$ cat config.mk
export PLATFORM = sky130hd
export DESIGN_NAME = load_store_unit
export DESIGN_NICKNAME = d
export VERILOG_FILES = /design/src/rtl/lsu_pkg.sv /design/src/rtl/lsu_lane_align.sv /design/src/rtl/load_store_unit.sv
export SDC_FILE = /design/constraint.sdc
export NUM_CORES = 1
export LEC_CHECK = 0
export ABC_AREA = 1
export CAP_MARGIN = 10
export CORE_MARGIN = 2
export CORE_UTILIZATION = 45
export CTS_BUF_LIST = sky130_fd_sc_hd__clkbuf_4
export DETAILED_ROUTE_END_ITERATION = 8
export PLACE_DENSITY = 0.78
export SLEW_MARGIN = 25
export SYNTH_ARGS = -nofsm -noshare
export SYNTH_HDL_FRONTEND = slang
export SYNTH_SLANG_ARGS = --single-unit
$ cat constraint.sdc
create_clock -name clk -period 12.3 [get_ports clk]
set_input_delay 2.46 -clock clk [delete_from_list [all_inputs] [get_ports clk]]
set_output_delay 2.46 -clock clk [all_outputs]
set_load 0.02 [all_outputs]
$ cat src/rtl/lsu_pkg.sv
// Shared types and helpers for the load/store unit: access size encoding,
// FSM state encoding, default data-RAM window and the access legality check.
package lsu_pkg;

    localparam int unsigned MEM_BYTES_DEFAULT = 4096;

    typedef enum logic [1:0] {
        SIZE_BYTE = 2'b00,
        SIZE_HALF = 2'b01,
        SIZE_WORD = 2'b10,
        SIZE_BAD  = 2'b11
    } size_e;

    typedef enum logic [2:0] {
        IDLE     = 3'd0,
        LD_READ  = 3'd1,
        LD_WAIT  = 3'd2,
        ST_READ  = 3'd3,
        ST_WAIT  = 3'd4,
        ST_WRITE = 3'd5,
        DONE     = 3'd6
    } state_e;

    function automatic logic [2:0] size_bytes(input size_e size);
        case (size)
            SIZE_BYTE: return 3'd1;
            SIZE_HALF: return 3'd2;
            SIZE_WORD: return 3'd4;
            default:   return 3'd0;
        endcase
    endfunction

    // True when the access is misaligned, of illegal size, or runs past the window.
    function automatic logic access_error(input size_e size, input logic [31:0] addr,
                                          input logic [32:0] window);
        logic        misaligned;
        logic [32:0] end_addr;
        case (size)
            SIZE_BYTE: misaligned = 1'b0;
            SIZE_HALF: misaligned = addr[0];
            SIZE_WORD: misaligned = |addr[1:0];
            default:   misaligned = 1'b1;
        endcase
        end_addr = {1'b0, addr} + {30'd0, size_bytes(size)};
        return misaligned || (end_addr > window);
    endfunction

endpackage

$ cat src/rtl/lsu_lane_align.sv
// Little-endian lane handling: extracts and extends load data from a RAM word,
// and merges store data into the addressed lane(s) of a RAM word.
module lsu_lane_align
    import lsu_pkg::*;
(
    input  size_e       size,
    input  logic [1:0]  offset,
    input  logic        is_unsigned,
    input  logic [31:0] rdata,
    input  logic [31:0] wdata,
    output logic [31:0] load_data,
    output logic [31:0] merge_data
);

    logic [31:0] shifted_s;
    logic [15:0] half_s;

    // Lane extraction with sign/zero extension, and lane replacement for stores.
    always_comb begin
        shifted_s  = rdata >> {offset, 3'b000};
        half_s     = offset[1] ? rdata[31:16] : rdata[15:0];
        load_data  = 32'h0000_0000;
        merge_data = rdata;
        case (size)
            SIZE_BYTE: begin
                load_data = is_unsigned ? {24'h00_0000, shifted_s[7:0]}
                                        : {{24{shifted_s[7]}}, shifted_s[7:0]};
                merge_data[{offset, 3'b000} +: 8] = wdata[7:0];
            end
            SIZE_HALF: begin
                load_data = is_unsigned ? {16'h0000, half_s} : {{16{half_s[15]}}, half_s};
                merge_data[{offset[1], 4'b0000} +: 16] = wdata[15:0];
            end
            SIZE_WORD: begin
                load_data  = rdata;
                merge_data = wdata;
            end
            default: begin
                load_data  = 32'h0000_0000;
                merge_data = rdata;
            end
        endcase
    end

endmodule

$ cat src/rtl/load_store_unit.sv
// Load/store unit between a core request port and a synchronous-read data RAM;
// sub-word stores are done as read-modify-write of the containing word.
module load_store_unit
    import lsu_pkg::*;
#(
    parameter int unsigned MEM_BYTES = MEM_BYTES_DEFAULT
) (
    input  logic        clk,
    input  logic        reset,
    input  logic        req_valid,
    input  logic        req_write,
    input  logic [1:0]  req_size,
    input  logic        req_unsigned,
    input  logic [31:0] req_addr,
    input  logic [31:0] req_wdata,
    output logic        req_ready,
    output logic        resp_valid,
    output logic [31:0] resp_rdata,
    output logic        resp_err,
    output logic        mem_write,
    output logic [31:0] mem_address,
    output logic [31:0] mem_write_data,
    input  logic [31:0] mem_read_data
);

    state_e      state_r;
    state_e      next_state_s;
    logic        write_r;
    size_e       size_r;
    logic        unsigned_r;
    logic [31:0] addr_r;
    logic [31:0] wdata_r;

    logic        accept_s;
    logic        req_err_s;
    size_e       req_size_s;
    logic [31:0] addr_next_s;
    logic [31:0] load_data_s;
    logic [31:0] merge_data_s;

    assign req_size_s  = size_e'(req_size);
    assign accept_s    = req_valid && (state_r == IDLE);
    assign req_err_s   = access_error(req_size_s, req_addr, 33'(MEM_BYTES));
    assign addr_next_s = accept_s ? req_addr : addr_r;

    lsu_lane_align u_lane_align (
        .size        (size_r),
        .offset      (addr_r[1:0]),
        .is_unsigned (unsigned_r),
        .rdata       (mem_read_data),
        .wdata       (wdata_r),
        .load_data   (load_data_s),
        .merge_data  (merge_data_s)
    );

    // Next-state logic for the access sequencer.
    always_comb begin
        next_state_s = state_r;
        case (state_r)
            IDLE: begin
                if (!accept_s) begin
                    next_state_s = IDLE;
                end else if (req_err_s) begin
                    next_state_s = DONE;
                end else if (!req_write) begin
                    next_state_s = LD_READ;
                end else if (req_size_s == SIZE_WORD) begin
                    next_state_s = ST_WRITE;
                end else begin
                    next_state_s = ST_READ;
                end
            end
            LD_READ:  next_state_s = LD_WAIT;
            LD_WAIT:  next_state_s = DONE;
            ST_READ:  next_state_s = ST_WAIT;
            ST_WAIT:  next_state_s = ST_WRITE;
            ST_WRITE: next_state_s = DONE;
            DONE:     next_state_s = IDLE;
            default:  next_state_s = IDLE;
        endcase
    end

    // State register and request capture.
    always_ff @(posedge clk or posedge reset) begin
        if (reset) begin
            state_r    <= IDLE;
            write_r    <= 1'b0;
            size_r     <= SIZE_BYTE;
            unsigned_r <= 1'b0;
            addr_r     <= 32'h0000_0000;
            wdata_r    <= 32'h0000_0000;
        end else begin
            state_r <= next_state_s;
            if (accept_s) begin
                write_r    <= req_write;
                size_r     <= req_size_s;
                unsigned_r <= req_unsigned;
                addr_r     <= req_addr;
                wdata_r    <= req_wdata;
            end
        end
    end

    // Handshake and RAM strobes are registered from the state being entered.
    always_ff @(posedge clk or posedge reset) begin
        if (reset) begin
            req_ready   <= 1'b1;
            resp_valid  <= 1'b0;
            mem_write   <= 1'b0;
            mem_address <= 32'h0000_0000;
        end else begin
            req_ready   <= (next_state_s == IDLE);
            resp_valid  <= (next_state_s == DONE);
            mem_write   <= (next_state_s == ST_WRITE);
            mem_address <= (next_state_s != IDLE) ? {addr_next_s[31:2], 2'b00} : 32'h0000_0000;
        end
    end

    // Response data/error and the RAM write word.
    always_ff @(posedge clk or posedge reset) begin
        if (reset) begin
            resp_rdata     <= 32'h0000_0000;
            resp_err       <= 1'b0;
            mem_write_data <= 32'h0000_0000;
        end else begin
            if (accept_s) begin
                resp_rdata <= 32'h0000_0000;
                resp_err   <= req_err_s;
                if (req_write && (req_size_s == SIZE_WORD) && !req_err_s) begin
                    mem_write_data <= req_wdata;
                end
            end else if (state_r == LD_WAIT) begin
                resp_rdata <= load_data_s;
            end else if ((state_r == ST_WAIT) && write_r) begin
                mem_write_data <= merge_data_s;
            end
        end
    end

endmodule

Word-level counts from Yosys, hierarchy flattened
Cells that the tools add are included.
{ "op_classes": {"addsub": 3, "order_cmp": 1, "n_eq_ne": 13, "shift": 5, "mux": 22, "n_reduce_logical": 16} }
{ "ops": {"columns": ["operator", "n"], "rows": [
  ["$mux 32", 10],
  ["$pmux 32 s3", 2],
  ["$bwmux 32", 2],
  ["$add 32x3->33", 1],
  ["$gt 33x13->1 const B", 1],
  ["$shift 16x7->32 const A", 1],
  ["$shift 8x7->32 const A", 1],
  ["$shiftx 16x7->32", 1],
  ["$shiftx 8x7->32", 1],
  ["$shr 32x5->8", 1],
  ["$mux 16", 1],
  ["$pmux 3 s5", 1],
  ["$neg 5->7", 2],
  ["$eq 3x3->1 const B", 4],
  ["$mux 3", 4],
  ["$pmux 3 s3", 1],
  ["$eq 3x2->1 const B", 2],
  ["$logic_not 3->1", 2],
  ["$eq 2x1->1 const B", 2],
  ["$eq 2x2->1 const B", 2],
  ["$logic_and 1x1->1", 4],
  ["$logic_not 2->1", 2],
  ["$reduce_bool 2->1", 2],
  ["$reduce_or 2->1", 2],
  ["other kinds (8)", 8]
]} }
{ "totals": {"ff_bits": 171, "in_bits": 103, "out_inout_bits": 100} }

Longest topological paths before layout
Gate-level depths: netlist of run 1.
{ "logic_depth": {"ltp_word": 10, "ltp_mapped": 21} }

By module
A second synthesis of run 1 with hierarchy kept.
{ "unflattened": {"hier_cells": 1587, "hier_area_um2": 10573.9} }
{ "by_module_without_submodules": {"columns": ["module", "n_inst", "cells_per_inst", "area_per_inst_um2"], "rows": [
  ["load_store_unit", 1, 1007, 8036.5],
  ["lsu_lane_align", 1, 580, 2537.4]
]} }

Least setup slack after synthesis of run 1
Ideal clock, no wire load.
{ "synth_timing": {"path_type": "input-to-reg", "from": "input port req_size[0]", "to": "register mem_write_data[10]", "setup_time_ns": 0.121, "t_arrival_ns": 4.751, "slack_ns": 7.429, "cell_stages": 15, "n_path_buf": 1, "path_cell_list": "nor2_1 -> ha_1 -> fa_1 -> or2_2 -> nor2_1 -> nand3_1 -> nor2_1 -> nand2_1 -> nor2_1 -> a21oi_1 -> nor2_1 -> nand3_2 -> o21ai_4 -> buf_4 -> o21ai_1"} }
{ "synth_between": {"elab_chain_len": 9, "word_cells_on_any_way": 13} }
{ "synth_rtl": {"columns": ["element", "line_no", "rtl"], "rows": [
  ["start, declared", "load_store_unit.sv:12", "input logic [1:0] req_size,"],
  ["$eq 2x2->1 (tied with other cells)", "lsu_pkg.sv:25, lsu_pkg.sv:38, load_store_unit.sv:129", null],
  ["$pmux 3 s3", "lsu_pkg.sv:25", "case (size)"],
  ["$add 32x3->33", "lsu_pkg.sv:44", "end_addr = {1'b0, addr} + {30'd0, size_bytes(size)};"],
  ["$gt 33x13->1", "lsu_pkg.sv:45", "return misaligned || (end_addr > window);"],
  ["$logic_or 1x1->1", "lsu_pkg.sv:45", null],
  ["$logic_not 1->1", "load_store_unit.sv:129", "if (req_write && (req_size_s == SIZE_WORD) && !req_err_s) begin"],
  ["$logic_and 1x1->1 (*)", "load_store_unit.sv:129", null],
  ["$ne 2x1->1 (no line) (*)", null, null],
  ["$reduce_and 3->1 (no line) (*)", null, null],
  ["end signal, assigned", "load_store_unit.sv:130", "mem_write_data <= req_wdata;"],
  ["end signal, assigned", "load_store_unit.sv:135", "mem_write_data <= merge_data_s;"],
  ["end, declared", "load_store_unit.sv:22", "output logic [31:0] mem_write_data,"]
]} }
Every way passes the cells marked *; elsewhere a longest branch is shown, timed or not.
A chain may end at the register's enable or synchronous reset.

Final worst setup path of run 1
{ "layout_timing": {"from": "input port req_size[0]", "to": "register mem_address[22]"} }
{ "layout_between": {"elab_chain_len": 10, "word_cells_on_any_way": 15} }
{ "layout_rtl": {"columns": ["element", "line_no", "rtl"], "rows": [
  ["$eq 2x2->1 (tied with other cells)", "lsu_pkg.sv:25, lsu_pkg.sv:38, load_store_unit.sv:67", null],
  ["$pmux 3 s3", "lsu_pkg.sv:25", null],
  ["$add 32x3->33", "lsu_pkg.sv:44", null],
  ["$gt 33x13->1", "lsu_pkg.sv:45", null],
  ["$logic_or 1x1->1", "lsu_pkg.sv:45", null],
  ["$mux 3 (*)", "load_store_unit.sv:63", "end else if (req_err_s) begin"],
  ["$mux 3 (*)", "load_store_unit.sv:61", "if (!accept_s) begin"],
  ["$pmux 3 s5 (*)", "load_store_unit.sv:59", "case (state_r)"],
  ["$reduce_bool 3->1 (*)", "load_store_unit.sv:115", "mem_address <= (next_state_s != IDLE) ? {addr_next_s[31:2], 2'b00} : 32'h0000_0000;"],
  ["$mux 32 (*)", "load_store_unit.sv:115", null],
  ["end signal, assigned", "load_store_unit.sv:115", null],
  ["end, declared", "load_store_unit.sv:21", "output logic [31:0] mem_address,"]
]} }
Marks and branches as above.

==> results of run 1 <==
[state kept, by name (all words and copies together), names as in the netlist]
register and count:
req_ready 1, resp_rdata 32, write_r 1, size_r 2, resp_valid 1, state_r 3
addr_r 32, resp_err 1, mem_address 30, wdata_r 32, mem_write 1, mem_write_data 32
unsigned_r 1
[cells in the mapped netlist, types with 3 or more instances]
| master | instances | share of area [%] |
|---|---|---|
| nand2_1 | 288 | 11 |
| o21ai_0 | 194 | 10 |
| inv_1 | 190 | 7.4 |
| dfrtp_1 | 168 | 44 |
| nor2_1 | 88 | 3.4 |
| nand3_1 | 82 | 4.3 |
| a21oi_1 | 69 | 3.6 |
| clkbuf_1 | 47 | 1.8 |
| or2_2 | 32 | 2.1 |
| o21ai_1 | 31 | 1.6 |
| o22ai_1 | 15 | 0.97 |
| nor3_1 | 14 | 0.73 |
| a221oi_1 | 12 | 1.1 |
| a32oi_1 | 9 | 0.82 |
| buf_4 | 8 | 0.62 |
| ha_1 | 8 | 1.0 |
| o31ai_1 | 8 | 0.62 |
| o311ai_0 | 7 | 0.64 |
| nand3b_1 | 6 | 0.47 |
| nand4_1 | 6 | 0.39 |
| nor2_2 | 6 | 0.39 |
| buf_2 | 4 | 0.21 |
| buf_6 | 3 | 0.35 |
| o221ai_1 | 3 | 0.27 |
[where the power goes]
part | leakage (uW) | internal [uW] | switching [uW] | total [uW]
clock | 0.000135 | 104 | 210 | 314
sequential | 0.00207 | 813 | 142 | 955
combinational | 0.00321 | 611 | 994 | 1610
total | 0.00542 | 1530 | 1350 | 2870
[cell type report]
cell class	instances	area, sq um
clock buffer	18	135
clock inverter	13	121
antenna	2	5.00
sequential	169	4230
timing repair buffer	207	2050
tap	275	344
multi-input combinational	898	4410
inverter	191	722
fill	2026	9000
[worst max path at each step]
stage,to,slack (ns),cells after the start
floorplan,addr_r[0]$_DFFE_PP0P_,5.27,1
global placement,mem_address[2]$_DFF_PP0_,6.03,17
detailed placement,mem_address[27]$_DFF_PP0_,6.07,20
CTS,mem_address[20]$_DFF_PP0_,6.69,20
global route,mem_write_data[18]$_DFFE_PP0P_,6.30,17
finish,mem_address[22]$_DFF_PP0_,6.65,20
[cells in the final DEF (no fill, tap or decap), types with 3 or more instances in the layout]
cell	Yosys	final
o311ai_0	7	7
nand3b_1	6	6
or2_2	32	32
dfrtp_1	168	168
nor3_1	14	14
clkbuf_4	0	18
nand2_1	288	288
inv_6	0	3
o21ai_0	194	194
o221ai_1	3	3
clkinv_4	0	3
o21ai_1	31	31
clkdlybuf4s50_1	0	200
nand4_1	6	6
nor2_1	88	86
a21oi_1	69	69
buf_4	8	7
nor2_2	6	7
a221oi_1	12	12
inv_1	190	189
a32oi_1	9	9
clkinvlp_4	0	3
o31ai_1	8	8
o22ai_1	15	15
nand3_1	82	81
ha_1	8	8
[stage by stage]
| step | utilization [%] | cell area [sq um] | hold slack (ns) | power [uW] |
|---|---|---|---|---|
| 2_1_floorplan | - | 9630 | 0.449 | 1950 |
| 3_3_place_gp | 55.9 | 11800 | 0.466 | 2530 |
| 3_5_place_dp | 55.9 | 11800 | 0.477 | 2560 |
| 4_1_cts | 57.1 | 12000 | 0.509 | 2870 |
| 5_1_grt | 57.2 | 12000 | 0.528 | 3100 |
| 6_report | 57.2 | 12000 | 0.504 | 2870 |
[layer usage]
metal	global-route usage [%]	vias to the layer above	wire length, um
li1	-	4660	-
met1	37.0	4475	13000
met2	45.7	382	14700
met3	5.42	56	2280
met4	8.96	0	826
met5	0	-	0
[tightest hold or removal path, delay by kind of cell, from the launching register on]
kind | cells | cell delay, ns
DFF | 1 | 0.37
AOI/OAI and AO/OA | 1 | 0.06
and+or+nand+nor | 1 | 0.05
[logic make-up (layout without fill, tap and decap cells)]
kind of cell,Yosys count,in the layout
AOI/OAI and AO/OA,356,356
xor gates and xnor gates,3,3
adders and majority gates,9,9
buffers and inverters,255,429
DFF,169,169
other,1,4
and+or+nand+nor,528,528
==> results.md, run 1 <==
- The count of cell types in the netlist is between 40 and 50.
- From bottom edge to top edge, the die measures around 150 um.
- The area of the core region is about 21000 sq um.
- Of the cells placed in the final design, the portion with a size suffix greater than 1 is under 10%.
- Measured in cells, the most critical reg-to-reg path has a length of 10.
- Yosys printed 0 warnings.
- The number of instances resized during post-cts repair is 0.
- Static timing analysis puts the maximum clock frequency at between 150 and 200 MHz.
- Across every metal layer, demand over resource in global routing totals 27.8%.
- The number of antenna violations at the first check in global routing is 1.
- In this run the mean area of a mapped cell was roughly 7.3 sq um.
- The end of the worst register-to-register path is mem_write_data[9]$_DFFE_PP0P_.
- The post-CTS setup buffer count is 0.
- The detailed-routing iteration count for the pre-antenna-repair pass is 8.
- The final antenna-violating net count is 0.
- The share of the yosys chip area belonging to registers is approximately 44%.
- The post-synthesis cell area is about 9600 sq um.
- The highest net fanout along the worst path is 18.
- The initial core utilization is 45.8%.
- The worst-margin pin slew is about 1 ns.
- STA classifies the critical path startpoint as a primary input.
- The tool flagged a number of max-cap violations equal to 0.
- The via count of the first global-routing pass is roughly 9100.
- At the later pin of the worst-skew pair, clock insertion delay measures slightly below 0.6 ns.
- The number of enable-type register cells in the synthesized netlist is 0.
- The quantity of hold-fixing buffers added after cts is 0.
- The synthesized netlist devotes between 20% and 30% of its cell area to compound gates.
- The detailed router finished its first iteration with roughly 750 violations.
- The clock transition at the registers of the reported paths is ~0.13 ns.
- The proportion of synthesized flip-flops having asynchronous set or reset is 100%.
- The total DRC errors in the routed layout is 0.
- The die covers roughly 23000 sq um.
- In this run the register-to-register setup slack is 8.84 ns.
- Setup repair after global routing left no endpoint under its margin.
- The root buffer cell is clkbuf_4.
- The leftover overflow at the end of global routing is 0.
- Dividing the detail-routed wire length by the instance count gives roughly 17 um.
- Clock tree synthesis found a total of roughly 170 sinks.
- The number of buffers and inverters on the critical path is 3.
- IR analysis of the VDD net gives a maximum drop of approximately 0.13 mV.
- The worst min-delay path startpoint is wdata_r[26]$_DFFE_PP0P_.
- In this run the worst setup path begins at req_size[0].
- The analysis attributes to cell leakage a power of roughly 0.0054 uW.
- Along the worst hold path, the cell count comes to 2.
- The cell family with the largest share of critical-path delay is simple AND/OR/NAND/NOR gates.
- The post-detailed-route via-to-cell ratio is ~5.4.
- The first-pass GRT wire length is 48700 um.
- After legalization and detailed placement, the total HPWL measured about 23000 um.
- The synthesized instance count is 1321.
- Measured against the total synthesized area, the mux share comes to 0%.
- The delay contributed by the slowest stage of the critical path is around 0.72 ns.
- The x dimension of the die is between 150 and 200 um.
- The final critical path takes up about 46% of the cycle.
- The worst setup path is of the primary input to flop kind.
- The maximum number of pins on one net before global-route repair is approximately 110.
- The number of top-level pins is 203.
- The cell row count is 53.
- Data on the critical path is required at its endpoint by ~13 ns.
- Excluding fillers, the count of instances in the completed layout stands at roughly 1800.
- The cell that appears most often on the critical path is nand2_1.
- The type of the most critical hold path is flop to flop.
- Routability-driven placement finished with a final weighted congestion of 0.957.
- For the worst setup path, the data arrival time is roughly 6 ns.
- The worst-case clock buffer depth is 2.
- The run finished with clean final reports.
- The clock tree skew after final layout is about 0.021 ns.
- Summing the areas of all xor and xnor instances in the mapped netlist gives less than 1% of the synthesized area.
- After synthesis, the largest family of logic cells by area is simple AND/OR/NAND/NOR gates.
- After detailed placement, the design holds a cell count of between 1500 and 2000.
- In the final design database the tool counted around 1600 nets.
- Among all stages on the critical path, the largest delay is contributed by a21oi_2.
- The wire length reported by the detailed router is a little over 30000 um.
- Relative to the synthesized area, the layout overhead comes to 24.9%.
- For this design the ratio of total power to cell area is roughly 240 nW/um^2.
- The setup violation total in the final timing report is 0.
- In this run the tightest slew margin relative to its limit is approximately 32%.
- In the synthesized netlist the dominant register cell turns out to be dfrtp_1.
- The synthesized design contains between 150 and 200 register bits.
- Port buffering added 200 buffers.
- The number of pins exceeding their max-slew limit in the final report was 0.
- The CTS tree is yes.
- The capturing element type of the critical path is a flop.
- After Yosys synthesis, full adders, half adders and majority gates account for around 1.2% of the synthesized area.
- The H-tree depth reported by CTS is 4.
- The final worst setup slack is roughly 6.6 ns.
- Detailed routing inserted a total of around 9600 vias.
- The pre-CTS worst setup slack is between 6 and 7 ns.
- The worst flop-to-flop path startpoint is size_r[1]$_DFFE_PP0P_.
- Walking the worst path, the cells encountered are clkdlybuf4s50_1 -> nor2_1 -> ha_1 -> fa_1 -> nand2_1 -> nand2_1 -> nand2_1 -> nor2_1 -> nand2_1 -> nand2_1 -> nand2_1 -> inv_1 -> nand2_1 -> nor2_1 -> nand2_1 -> nor2_1 -> nand3_1 -> a21oi_2 -> buf_4 -> a21oi_1.
- The number of endpoints with negative hold slack in the final report is 0.
- The path with the worst hold slack has its endpoint at wdata_r[26]$_DFFE_PP0P_.
- After routing, the total negative slack on setup checks comes to 0 ns.
- The number of clock buffers added by TritonCTS is 17.
- The post-layout minimum cycle time is 5.65 ns.
- The synthesized netlist devotes 23.5% of its cell area to simple gates.
Note: power is estimated with default switching activity, not from simulation.
==> run 2, diff against run 1 <==
--- a/config.mk
+++ b/config.mk
@@ -11,7 +11,7 @@
 export CORE_UTILIZATION = 45
 export CTS_BUF_LIST = sky130_fd_sc_hd__clkbuf_4
 export DETAILED_ROUTE_END_ITERATION = 8
-export PLACE_DENSITY = 0.78
+export PLACE_DENSITY = 0.81
 export SLEW_MARGIN = 25
 export SYNTH_ARGS = -nofsm -noshare
 export SYNTH_HDL_FRONTEND = slang
==> constraint.sdc (replaced) <==
create_clock -name clk -period 5 [get_ports clk]
set_input_delay 1 -clock clk [delete_from_list [all_inputs] [get_ports clk]]
set_output_delay 1 -clock clk [all_outputs]
set_load 0.02 [all_outputs]
==> run 2 against run 1 <==
Net effect:
- critical path depth is 2 lower
- sequential power is 150% higher
- combinational power is 140% higher
- non-clock buffer count is 6 higher
- register-to-register slack worse by 7.4 ns
- critical endpoint is now mem_address[2]$_DFF_PP0_
- largest power group unchanged
- highest routed layer unchanged
==> results.md, run 2 (same netlist as run 1, synthesis figures left out) <==
- CTS placed an instance of clkbuf_4 at the clock tree root.
- The highest net fanout along the worst path was 30 (+12).
- The number of instances resized during post-cts repair is 0 (unchanged).
- The H-tree depth reported by CTS came to 4 (unchanged).
- The total number of clock tree sinks is 169 (unchanged).
- The setup violation total in the final timing report was 0 (unchanged).
- The endpoint identified for the worst register-to-register timing path is mem_write_data[14]$_DFFE_PP0P_.
- From synthesis to final layout, the design area changed by 25.7%.
- The worst-case clock buffer depth was 2 (unchanged).
- The path length in cells of the critical path is 18 (-10%).
- The critical path goes through clkdlybuf4s50_1 -> nor2_1 -> ha_1 -> fa_1 -> or2_2 -> nor2_1 -> nand3_1 -> nor2_1 -> nand2_1 -> nor2_1 -> a21oi_1 -> nor2_1 -> nand2_1 -> nand2_1 -> nand2_1 -> nor2_2 -> buf_4 -> a21oi_1.
- The total global routing track utilization is 27.2% (-0.56 points).
- The path class of the tightest hold or removal check is flop to flop.
- The number of endpoints with negative hold slack in the final report was 0 (unchanged).
- The final-layout setup total negative slack is 0 ns (unchanged).
- The number of antenna violations at the first check in global routing is 0 (-1).
- The area of the core region is 21000 sq um (unchanged).
- The total DRC errors in the routed layout came to 0 (unchanged).
- The height of the die is 150 um (unchanged).
- The share of cells above drive strength 1 is 6.05% (+0.31 points).
- The total cell area at the placement stage is 11800 sq um (+0.54%).
- The worst setup slack for register-to-register paths is 1.47 ns (-7.37 ns).
- Setup repair after global routing left no endpoint under its margin.
- The wire length per cell after detailed routing is 17.1 um (-1.5%).
- Broken down by cell family, the worst path's largest delay share belongs to simple AND/OR/NAND/NOR gates.
- The leftover overflow at the end of global routing was 0 (unchanged).
- The capture point of the critical path is mem_address[2]$_DFF_PP0_.
- The power density over the cells is 588 nW/um^2 (+150%).
- The critical path is of the primary input to flop type.
- The startpoint identified for the worst register-to-register timing path is size_r[1]$_DFFE_PP0P_.
- The placer's final routability congestion estimate came to 1.00 (+4.8%).
- The clock transition at the registers of the reported paths is 0.13 ns (about the same).
- The number of buffers added by the clock tree synthesis step is 17 (unchanged).
- The cell row count was 53 (unchanged).
- The most prevalent standard cell on the critical path is nor2_1.
- The worst slew margin relative to its limit is 32.2% (+0.24 points).
- On the critical path, the stage with the largest delay is an instance of clkdlybuf4s50_1.
- The most common cell after layout, fill and taps aside is nand2_1.
- The cell area after layout was 12100 sq um (+0.68%).
- The detailed-routing iteration count for the pre-antenna-repair pass came to 6 (-2).
- The count of maximum capacitance violations is 0 (unchanged).
- The post-detailed-route via-to-cell ratio is 5.44 (+0.70%).
- The overall power after layout came to 7120 uW (+150%).
- The via count of the first global-routing pass came to 9064 (-0.25%).
- The count of nets after finishing is 1602 (+0.38%).
- The maximum number of pins on one net before global-route repair was 100 (-6.5%).
- The worst-margin pin slew is 1.01 ns (-0.00624 ns).
- After layout, the worst path uses 74.6% of the clock period.
- The worst setup path is captured at a flop.
- The final antenna-violating net count was 0 (unchanged).
- The delay contributed by the slowest stage of the critical path is 0.46 ns (-0.26 ns).
- The pre-CTS worst setup slack is 0.671 ns (-5.40 ns).
- The first-pass GRT wire length is 47800 um (-1.8%).
- The wire length reported by the detailed router is 30400 um (-1.2%).
- The initial core utilization is 45.8% (unchanged).
- The number of violations reported at the end of detailed-routing iteration 0 is 860 (+15%).
- The library cells used most frequently in the layout, excluding fill and tap cells, are 288 x nand2_1, 200 x clkdlybuf4s50_1, 194 x o21ai_0.
- The total buffers and inverters traversed by the critical path was 2 (-1).
- The quantity of hold-fixing buffers added after cts is 0 (unchanged).
- The number of pins exceeding their max-slew limit in the final report is 0 (unchanged).
- The number of buffer cells added on primary ports is 200 (unchanged).
- The number of top-level pins is 203 (unchanged).
- The clock tree skew after final layout is 0.0316 ns (+0.0109 ns).
- The worst IR drop on VDD is 0.344 mV (+160%).
- The flow ran to the end, and the final reports show no timing, DRC or antenna violations.
- The leakage component of the power came to 0.00546 uW (+0.70%).
- STA classifies the critical path startpoint as a primary input.
- The upper clock frequency limit is 268 MHz.
- The worst path in the final design needs a cycle of between 3 and 4 ns, including I/O delays and setup.
- The post-CTS setup buffer count is 0 (unchanged).
- The worst min-delay path startpoint is wdata_r[23]$_DFFE_PP0P_.
- The worst-skew pair later-pin latency was 0.59 ns (about the same).
- The overall via count from detail_route is 9667 (+0.98%).
- The CTS tree is yes.
- The depth of the worst register-to-register path is 12 (+2).
- The number of antenna diodes was 0 (-2).
- The area of the die is 22600 sq um (unchanged).
- The final worst setup slack came to 1.27 ns (-5.38 ns).
- The most critical setup path has its startpoint at req_size[0].
- The data required time at the worst endpoint is 5.45 ns (-7.28 ns).
- The detailed placement HPWL is 23000 um (-0.20%).
- The x dimension of the die is 150 um (unchanged).
- The arrival time reported for the critical path endpoint is 4.18 ns (-1.90 ns).
[run 2: worst register-to-register path, delay by kind of cell (launching register included)]
family | cells | cell delay [ns]
AOI/OAI and AO/OA | 3 | 0.34
DFF | 1 | 0.86
buffers and inverters | 3 | 0.64
and+or+nand+nor | 6 | 1.59
[run 2: cell type report]
class | instances | area, sq um
clock buffers | 18 | 135
repair buffers | 213 | 2120
inverters | 191 | 721
flip-flops and latches | 169 | 4230
multi-input cells | 898 | 4400
clock inverters | 14 | 146
well taps | 275 | 344
fillers | 1931 | 8920
[run 2: metrics by stage]
stage	utilization [%]	hold WS, ns	std cells
floorplan	-	0.449	1322
global placement	56.2	0.465	1746
detailed placement	56.2	0.476	1746
CTS	57.6	0.508	1778
global route	57.6	0.524	1778
finish	57.6	0.505	1778
[run 2: where the power goes]
part / internal [uW] / switching, uW
combinational: 1530 / 2400
sequential: 2000 / 375
clock: 303 / 514
[run 2: per-layer routing]
layer / routed length [um] / vias up / GRT usage (%)
li1: - / 4659 / -
met1: 12800 / 4483 / 36.3
met2: 13900 / 463 / 43.8
met3: 2790 / 62 / 6.94
met4: 906 / 0 / 8.11
met5: 0 / - / 0
[run 2: worst min path at each step]
stage	end	cells after the start
detailed placement	wdata_r[23]$_DFFE_PP0P_	2
global placement	wdata_r[30]$_DFFE_PP0P_	2
finish	wdata_r[23]$_DFFE_PP0P_	2
CTS	wdata_r[23]$_DFFE_PP0P_	2
floorplan	write_r$_DFFE_PP0P_	2
global route	wdata_r[20]$_DFFE_PP0P_	2
